[src/rtl/mdu_pkg.sv]
// Shared definitions for the multiply/divide unit: operation codes,
// default latencies and a small magnitude helper used by the divider.
package mdu_pkg;

  // Operation codes presented on OP; 6 and 7 are no-ops.
  typedef enum logic [2:0] {
    MD_MULT  = 3'd0,
    MD_MULTU = 3'd1,
    MD_DIV   = 3'd2,
    MD_DIVU  = 3'd3,
    MD_MTHI  = 3'd4,
    MD_MTLO  = 3'd5,
    MD_NOP6  = 3'd6,
    MD_NOP7  = 3'd7
  } md_op_e;

  // Default number of BUSY cycles per operation class.
  localparam int MD_MULT_CYCLES_DEF = 5;
  localparam int MD_DIV_CYCLES_DEF  = 10;

  // Absolute value of a 32-bit operand when treated as signed, else unchanged.
  // The most negative value maps to 0x80000000, which is correct as unsigned.
  function automatic logic [31:0] md_mag(input logic [31:0] v, input logic sgn);
    return (sgn && v[31]) ? (~v + 32'd1) : v;
  endfunction

endpackage

[src/rtl/mdu_div_core.sv]
// Combinational divide datapath: signed/unsigned select, truncating quotient,
// remainder with the sign of the dividend, and a zero-divisor flag.
module mdu_div_core
  import mdu_pkg::*;
(
  input  logic [31:0] i_dividend,
  input  logic [31:0] i_divisor,
  input  logic        i_signed,
  output logic [31:0] o_quot,
  output logic [31:0] o_rem,
  output logic        o_div_zero
);

  logic        w_neg_a;
  logic        w_neg_b;
  logic [31:0] w_mag_a;
  logic [31:0] w_mag_b;
  logic [31:0] w_den;
  logic [31:0] w_uq;
  logic [31:0] w_ur;

  assign w_neg_a    = i_signed & i_dividend[31];
  assign w_neg_b    = i_signed & i_divisor[31];
  assign w_mag_a    = md_mag(i_dividend, i_signed);
  assign w_mag_b    = md_mag(i_divisor, i_signed);
  assign o_div_zero = (i_divisor == 32'd0);

  // A zero divisor is replaced by 1 so the divider never sees x/0; the result
  // is discarded by the caller in that case anyway.
  assign w_den = o_div_zero ? 32'd1 : w_mag_b;
  assign w_uq  = w_mag_a / w_den;
  assign w_ur  = w_mag_a % w_den;

  // Unsigned magnitudes give truncation toward zero; restore signs afterwards.
  // 0x80000000 / -1 yields magnitude 0x80000000, whose negation wraps to itself.
  assign o_quot = (w_neg_a ^ w_neg_b) ? -w_uq : w_uq;
  assign o_rem  = w_neg_a ? -w_ur : w_ur;

endmodule

[src/rtl/mult_div_unit.sv]
// Multi-cycle HI/LO multiply/divide unit. A cycle counter models the latency;
// HI/LO are written only on the edge where the counter goes 1 -> 0.
// Optional feature: define MULT_DIV_UNIT_DIV_EN to build in DIV/DIVU; without
// it, OP 2/3 behave as no-ops.
module mult_div_unit
  import mdu_pkg::*;
#(
  parameter int MULT_CYCLES = MD_MULT_CYCLES_DEF,
  parameter int DIV_CYCLES  = MD_DIV_CYCLES_DEF
) (
  input  logic        CLK,
  input  logic        RESET,
  input  logic        START,
  input  logic [2:0]  OP,
  input  logic [31:0] A,
  input  logic [31:0] B,
  output logic        BUSY,
  output logic [31:0] HI,
  output logic [31:0] LO
);

  localparam int CNT_MAX = (MULT_CYCLES > DIV_CYCLES) ? MULT_CYCLES : DIV_CYCLES;
  localparam int CNT_W   = $clog2(CNT_MAX + 1);

  // NOTE: declaration initialisers give the 0 pre-reset simulation state of the
  // architectural registers; the synchronous RESET still clears them in hardware.
  logic [CNT_W-1:0] r_cnt = '0;
  logic [31:0]      r_hi  = '0;
  logic [31:0]      r_lo  = '0;

  // Captured operands are consumed only while the counter runs, so they are
  // left out of reset.
  logic [31:0]      r_a  = '0;
  logic [31:0]      r_b  = '0;
  md_op_e           r_op = MD_MULT;

  md_op_e           w_op;
  logic             w_accept;
  logic             w_is_mult;
  logic             w_is_div;
  logic             w_done;
  logic             w_mul_sgn;
  logic [63:0]      w_prod;

  assign w_op      = md_op_e'(OP);
  assign BUSY      = (r_cnt != '0);
  assign HI        = r_hi;
  assign LO        = r_lo;
  assign w_accept  = START & ~BUSY;
  assign w_done    = (r_cnt == CNT_W'(1));
  assign w_is_mult = (w_op == MD_MULT) || (w_op == MD_MULTU);

`ifdef MULT_DIV_UNIT_DIV_EN
  logic [31:0] w_quot;
  logic [31:0] w_rem;
  logic        w_div_zero;

  assign w_is_div = (w_op == MD_DIV) || (w_op == MD_DIVU);

  mdu_div_core u_div_core (
    .i_dividend (r_a),
    .i_divisor  (r_b),
    .i_signed   (r_op == MD_DIV),
    .o_quot     (w_quot),
    .o_rem      (w_rem),
    .o_div_zero (w_div_zero)
  );
`else
  assign w_is_div = 1'b0;
`endif

  // Single 64-bit multiplier: sign-extend operands for MULT, zero-extend for
  // MULTU; the low 64 bits of the product are correct in both cases.
  assign w_mul_sgn = (r_op == MD_MULT);
  assign w_prod    = {{32{w_mul_sgn & r_a[31]}}, r_a} * {{32{w_mul_sgn & r_b[31]}}, r_b};

  // Capture operands and opcode on an accepted multi-cycle operation.
  always_ff @(posedge CLK) begin
    if (w_accept && (w_is_mult || w_is_div)) begin
      r_a  <= A;
      r_b  <= B;
      r_op <= w_op;
    end
  end

  // Latency counter and architectural HI/LO; RESET overrides start and completion.
  // NOTE: sequential state uses non-blocking assignments so every register
  // samples pre-edge values regardless of statement order.
  always_ff @(posedge CLK) begin
    if (RESET) begin
      r_cnt <= '0;
      r_hi  <= '0;
      r_lo  <= '0;
    end else if (BUSY) begin
      r_cnt <= r_cnt - CNT_W'(1);
      if (w_done) begin
        case (r_op)
          MD_MULT, MD_MULTU: begin
            r_hi <= w_prod[63:32];
            r_lo <= w_prod[31:0];
          end
`ifdef MULT_DIV_UNIT_DIV_EN
          MD_DIV, MD_DIVU: begin
            if (!w_div_zero) begin
              r_hi <= w_rem;
              r_lo <= w_quot;
            end
          end
`endif
          default: ;
        endcase
      end
    end else if (START) begin
      case (w_op)
        MD_MULT, MD_MULTU: r_cnt <= CNT_W'(MULT_CYCLES);
`ifdef MULT_DIV_UNIT_DIV_EN
        MD_DIV, MD_DIVU:   r_cnt <= CNT_W'(DIV_CYCLES);
`endif
        MD_MTHI:           r_hi  <= A;
        MD_MTLO:           r_lo  <= A;
        default: ;
      endcase
    end
  end

endmodule

[config.mk]
export PLATFORM = sky130hd
export DESIGN_NAME = mult_div_unit
export DESIGN_NICKNAME = d
export VERILOG_FILES = /design/src/rtl/mdu_pkg.sv /design/src/rtl/mdu_div_core.sv /design/src/rtl/mult_div_unit.sv
export SDC_FILE = /design/constraint.sdc
export NUM_CORES = 2
export LEC_CHECK = 0
export CAP_MARGIN = 5
export CORE_UTILIZATION = 66
export DETAILED_ROUTE_END_ITERATION = 10
export PLACE_DENSITY_LB_ADDON = 0.12
export SLEW_MARGIN = 20
export SYNTH_ARGS = -nofsm -noshare
export SYNTH_HDL_FRONTEND = slang
export SYNTH_HIERARCHICAL = 1
export SYNTH_SLANG_ARGS = --single-unit
[constraint.sdc]
create_clock -name CLK -period 11.9 [get_ports CLK]
set_clock_uncertainty 0.2 [all_clocks]
set_input_delay 2.38 -clock CLK [delete_from_list [all_inputs] [get_ports CLK]]
set_output_delay 2.38 -clock CLK [all_outputs]
set_load 0.01 [all_outputs]
# After elaboration in Yosys (flattened, before gate mapping)
# Cells that the tools add are included.
[totals]
output_inout_bits = 65
word_cells = 46
register_bits = 135
inputBits = 70
[op_classes]
mul = 1
bitwise = 4
muxes = 13
n_eq_ne = 7
reduce_logical = 14
n_addsub = 1
[ops]
columns = ["cell", "n"]
rows = [
  ["$mux W32", 10],
  ["$mul A33 B33 Y64", 1],
  ["$mux W4", 3],
  ["$reduce_and A4 Y1", 2],
  ["$reduce_bool A2 Y1", 4],
  ["$eq A3 B1 Y1 const B", 2],
  ["$eq A3 B3 Y1 const B", 2],
  ["$logic_not A3 Y1", 2],
  ["$eq A4 B1 Y1 const B", 1],
  ["$ne A2 B1 Y1 const B", 2],
  ["$reduce_bool A4 Y1", 1],
  ["$reduce_or A2 Y1", 2],
  ["$sub A4 B1 Y4 const B", 1],
  ["$and A1 B1 Y1", 3],
  ["$reduce_and A2 Y1", 1],
  ["$logic_and A1 B1 Y1", 1],
  ["$logic_or A1 B1 Y1", 1],
  ["$not A1 Y1", 1],
]

# Longest topological paths before layout
[depth]
ltp_word = 6
depth_mapped = 30
ltp_nobuf = 28

# Least setup slack after synthesis
# OpenSTA, ideal clock, no wires.
[synth_timing]
kind = "register -> register"
startpoint = "register r_op[1]"
endpoint = "register r_hi[25] (netlist: HI[25])"
period_less_slack_ns = 8.513
arrival_time_ns = 8.209
path_slack_ns = 3.387
stages_incl_launch_ff = 31
required_ns = 11.597
setup_ns = 0.103
path_buffers = 2
path_cell_list = "edfxtp_1 -> nor3_1 -> and2_1 -> clkbuf_1 -> nand2_1 -> inv_1 -> fa_1 -> inv_1 -> fa_1 -> inv_1 -> fa_1 -> fa_1 -> inv_1 -> fa_1 -> inv_1 -> fa_1 -> inv_1 -> fa_1 -> fa_1 -> inv_1 -> ha_1 -> buf_2 -> nand3_1 -> nor3_1 -> nand2_1 -> nor2_1 -> a21oi_1 -> a311oi_2 -> nor2_1 -> xnor2_1 -> a2111oi_2"
[synth_between]
elab_chain_len = 6
elab_cells_between_ends = 11
classes_between = "1 x mul; 2 x eq/ne; 3 x mux; 2 x bitwise; 3 x reduce/logical"
[synth_lines]
columns = ["item", "line", "text"]
rows = [
  ["from (decl)", "mult_div_unit.sv:35", "md_op_e r_op = MD_MULT;"],
  ["from (signal assigned)", "mult_div_unit.sv:82", "r_op <= w_op;"],
  ["$logic_not A3 Y1", "mult_div_unit.sv:74, mult_div_unit.sv:97", ""],
  ["$and A1 B1 Y1", "mult_div_unit.sv:75", "assign w_prod = {{32{w_mul_sgn & r_a[31]}}, r_a} * {{32{w_mul_sgn & r_b[31]}}, r_b};"],
  ["$mul A33 B33 Y64", "mult_div_unit.sv:75", ""],
  ["$mux W32", "mult_div_unit.sv:97", "case (r_op)"],
  ["$mux W32", "mult_div_unit.sv:96", "if (w_done) begin"],
  ["$mux W32", "mult_div_unit.sv:94", "end else if (BUSY) begin"],
  ["to (signal assigned)", "mult_div_unit.sv:99", "r_hi <= w_prod[63:32];"],
  ["to (decl)", "mult_div_unit.sv:28", "logic [31:0] r_hi = '0;"],
]
# Several ways; a longest one is shown, not always the timed one. The select of a mux whose other input is x is not followed.
# A chain may end at the register's enable or synchronous reset.

# Worst setup path after layout
[layout_timing]
startpoint = "register r_op[1]"
endpoint = "register r_hi[29] (netlist: HI[29])"
# Same word-level chain as after synthesis.

==> flow_results.xml <==
<?xml version="1.0" encoding="UTF-8"?>
<metrics>
  <group name="status">
    <metric name="outcome" unit="">completed</metric>
  </group>
  <group name="global_routing">
    <metric name="grt_antenna_before_repair" unit="">4</metric>
    <metric name="gr-usage-all-layers" unit="">0.366</metric>
    <metric name="grt_pass1_vias" unit="">34010</metric>
    <metric name="global_route_wire_length_before_repair" unit="µm">185000</metric>
    <metric name="grt_max_degree" unit="">68</metric>
    <metric name="grt_remaining_overflow" unit="">0</metric>
  </group>
  <group name="clocking">
    <metric name="cts_tree" unit="">built</metric>
    <metric name="cts_buffers" unit="">17</metric>
    <metric name="cts-htree-levels" unit="">4</metric>
    <metric name="post_cts.resized_instances" unit="">0</metric>
    <metric name="clkSlewWorstSetupHoldPaths" unit="ps">80</metric>
    <metric name="clockBufferDepth" unit="">2</metric>
    <metric name="post-cts-setup-buffer-count" unit="">0</metric>
    <metric name="clock-sinks" unit="">135</metric>
    <metric name="insertion_delay" unit="ps">460</metric>
    <metric name="ctsRootBufferMaster" unit="">sky130_fd_sc_hd__clkbuf_16</metric>
    <metric name="hold_buffers" unit="">0</metric>
  </group>
  <group name="placement">
    <metric name="gp_congestion" unit="">0.958</metric>
    <metric name="port-buffer-count" unit="">134</metric>
    <metric name="dp_hpwl" unit="µm">91600</metric>
  </group>
  <group name="drt">
    <metric name="wire_per_inst" unit="µm">20.7</metric>
    <metric name="drt_drc_violations_left" unit="">0</metric>
    <metric name="vias" unit="">31886</metric>
    <metric name="drtAntennaViolNets" unit="">0</metric>
    <metric name="firstDrtPassIters" unit="">6</metric>
    <metric name="wl" unit="µm">114000</metric>
    <metric name="vias_per_cell" unit="">5.78</metric>
    <metric name="drt_iter0_drc" unit="">2546</metric>
  </group>
  <group name="floorplan">
    <metric name="initial_core_util" unit="">0.667</metric>
    <metric name="floorplan.rows" unit="">93</metric>
    <metric name="die_height" unit="µm">257</metric>
    <metric name="floorplan.die_area" unit="µm²">66200</metric>
    <metric name="io_pins" unit="">135</metric>
    <metric name="chipWidth" unit="µm">257</metric>
    <metric name="floorplan.core_area" unit="µm²">64500</metric>
  </group>
  <group name="critical_path">
    <metric name="worst_r2r_endpoint" unit="">HI[29]$_SDFFE_PP0P_</metric>
    <metric name="worst_path_max_delay_cell" unit="">sky130_fd_sc_hd__fa_1</metric>
    <metric name="timing.rr.start" unit="">r_op[1]$_DFFE_PP_</metric>
    <metric name="critPathLaunchType" unit="">register</metric>
    <metric name="worstSetupEndpointType" unit="">register</metric>
    <metric name="timing.reg2reg.setup_slack" unit="ps">2090</metric>
    <metric name="timing_worst_setup_path_type" unit="">reg -&gt; reg</metric>
    <metric name="required" unit="ps">12070</metric>
    <metric name="critical-path-top-cell-by-count" unit="">sky130_fd_sc_hd__fa_1</metric>
    <metric name="worst_path_largest_cell_delay" unit="ps">900</metric>
    <metric name="crit_fanout" unit="">13</metric>
    <metric name="cp_data_arrival_time" unit="ps">9980</metric>
    <metric name="worst_r2r_path_depth" unit="">28</metric>
  </group>
  <group name="logic_synthesis">
    <metric name="yosysTopAreaCellShare" unit="">0.523</metric>
    <metric name="synth-main-ff-cell" unit="">sky130_fd_sc_hd__dfxtp_1</metric>
    <metric name="yosysMostFrequentCell" unit="">sky130_fd_sc_hd__inv_1</metric>
    <metric name="syn_inst" unit="">4679</metric>
    <metric name="synth_fp_nets" unit="">6086</metric>
    <metric name="seq_area_frac_synth" unit="">0.0784</metric>
    <metric name="synth_warnings" unit="">6</metric>
    <metric name="synth_top_cell_by_area" unit="">sky130_fd_sc_hd__fa_1</metric>
    <metric name="yosys.cell_types.count" unit="">74</metric>
    <metric name="synth_edf_count" unit="">67</metric>
    <metric name="ys_async_sr_fraction" unit="">0</metric>
    <metric name="syn_avg_cell_area" unit="µm²">9.20</metric>
    <metric name="synth_top_cells_by_count" unit="">sky130_fd_sc_hd__inv_1, sky130_fd_sc_hd__fa_1, sky130_fd_sc_hd__nand2_1, sky130_fd_sc_hd__and2_1, sky130_fd_sc_hd__clkbuf_1</metric>
    <metric name="netlist_top_cells_area" unit="">sky130_fd_sc_hd__fa_1, sky130_fd_sc_hd__inv_1, sky130_fd_sc_hd__nand2_1</metric>
    <metric name="number_of_synthesized_register_bits" unit="">135</metric>
    <metric name="mappedNetlistArea" unit="µm²">43000</metric>
  </group>
  <group name="sta">
    <metric name="finalHoldViolCount" unit="">0</metric>
    <metric name="max_freq" unit="MHz">102</metric>
    <metric name="setup_viol" unit="">0</metric>
    <metric name="setup_total_negative_slack" unit="ps">0</metric>
    <metric name="slew_headroom" unit="">0.256</metric>
    <metric name="final.min_clock_period" unit="ps">9810</metric>
    <metric name="drv_slew" unit="">0</metric>
    <metric name="grt_setup_unrepaired" unit="">false</metric>
    <metric name="fin_crit_sh" unit="">0.825</metric>
    <metric name="worstMarginPinSlew" unit="ps">1120</metric>
  </group>
  <group name="layout">
    <metric name="fill_cells" unit="">5070</metric>
    <metric name="area_growth_syn_to_layout" unit="%">6.11</metric>
    <metric name="fraction_of_final_layout_cells_sized_beyond_drive_strength_1" unit="">0.0301</metric>
    <metric name="total_area_of_sequential_cells" unit="µm²">3370</metric>
    <metric name="final_net_count" unit="">6051</metric>
    <metric name="multiInputGateArea" unit="µm²">34300</metric>
  </group>
  <group name="worst_hold_path">
    <metric name="hold_path_startpoint" unit="">LO[28]$_SDFFE_PP0P_</metric>
    <metric name="min_delay_worst_endpoint" unit="">LO[28]$_SDFFE_PP0P_</metric>
    <metric name="number_of_cells_on_the_worst_hold_path" unit="">2</metric>
    <metric name="hold_path_class" unit="">reg -&gt; reg</metric>
  </group>
  <group name="run">
    <metric name="drv_cap" unit="">0</metric>
  </group>
</metrics>
-- placed cells by master (no fill, tap or decap), drive strengths merged, types with 15 or more instances in the layout --
cell,count
xnor2,38
a31oi,36
ha,212
and2,295
nor2,85
nand2,855
and3,27
clkbuf,17
clkdlybuf4s50,134
o21ai,78
nor3,32
inv,1157
xor2,20
nand3,26
fa,1125
a21o,39
nand4,18
a311oi,18
edfxtp,67
o21bai,15
dfxtp,68
a21oi,84
buf,76
-- cell type report --
class	count	share of cell area
diodes	2	0.000110
well taps	855	0.0234
repair buffers	210	0.0420
flip-flops and latches	135	0.0739
clock inverters	15	0.00436
multi-input cells	3128	0.752
inverters	1152	0.0947
clock buffers	17	0.00932
-- logic make-up after synthesis --
group,count (synthesis),share of synthesized area
simple gates,1386,0.146
flops,135,0.0784
xor+xnor,58,0.0118
mux,4,0.000931
buf+inv,1416,0.124
fa+ha+maj,1337,0.585
compound gates,343,0.0536
-- through the flow --
stage                     area [µm²]  std cells  utilization  hold slack (ps)  setup slack, ps
final                          45700       5514        0.708              264             2090
after global routing           45700       5513        0.708              293             1520
after CTS                      45600       5511        0.708              266             2110
after detailed placement       45000       5479        0.698              254             2180
after global placement         45000       5479        0.698              242             2360
after floorplan                43000       4679            -              276             3390
-- worst max-delay path, delay by kind of cell (launching register included) --
family	cells	cell delay (ps)
adders and majority gates	9	4750
and+or+nand+nor	8	2180
AOI/OAI and AO/OA	4	1120
buffers and inverters	7	1060
DFF	1	420
-- worst max path at each step --
stage	startpoint	endpoint	slack [ps]	cells after the start
2_1_floorplan	r_op[1]$_DFFE_PP_	HI[25]$_SDFFE_PP0P_	3390	30
3_3_place_gp	r_op[1]$_DFFE_PP_	HI[25]$_SDFFE_PP0P_	2360	28
3_5_place_dp	r_op[1]$_DFFE_PP_	HI[25]$_SDFFE_PP0P_	2180	28
4_1_cts	r_op[1]$_DFFE_PP_	HI[29]$_SDFFE_PP0P_	2110	28
5_1_grt	r_a[31]$_DFFE_PP_	HI[25]$_SDFFE_PP0P_	1520	28
6_report	r_op[1]$_DFFE_PP_	HI[29]$_SDFFE_PP0P_	2090	28
-- flip-flops by register name, summed over array words and instances, names as in the netlist --
signal / cells
r_b: 32
r_op: 3
r_cnt: 4
r_a: 32
HI: 32
LO: 32
-- per-layer routing --
layer	wire length (µm)	share of wire	track usage	vias up
met5	0	0	0	-
met4	6660	0.058	0.182	0
met3	8770	0.077	0.0477	320
met2	57600	0.51	0.625	1422
met1	41000	0.36	0.461	16569
li1	-	-	-	13575
Power is not shown: default switching activity piles up to over one toggle a cycle in this logic, so the estimate is an artifact.
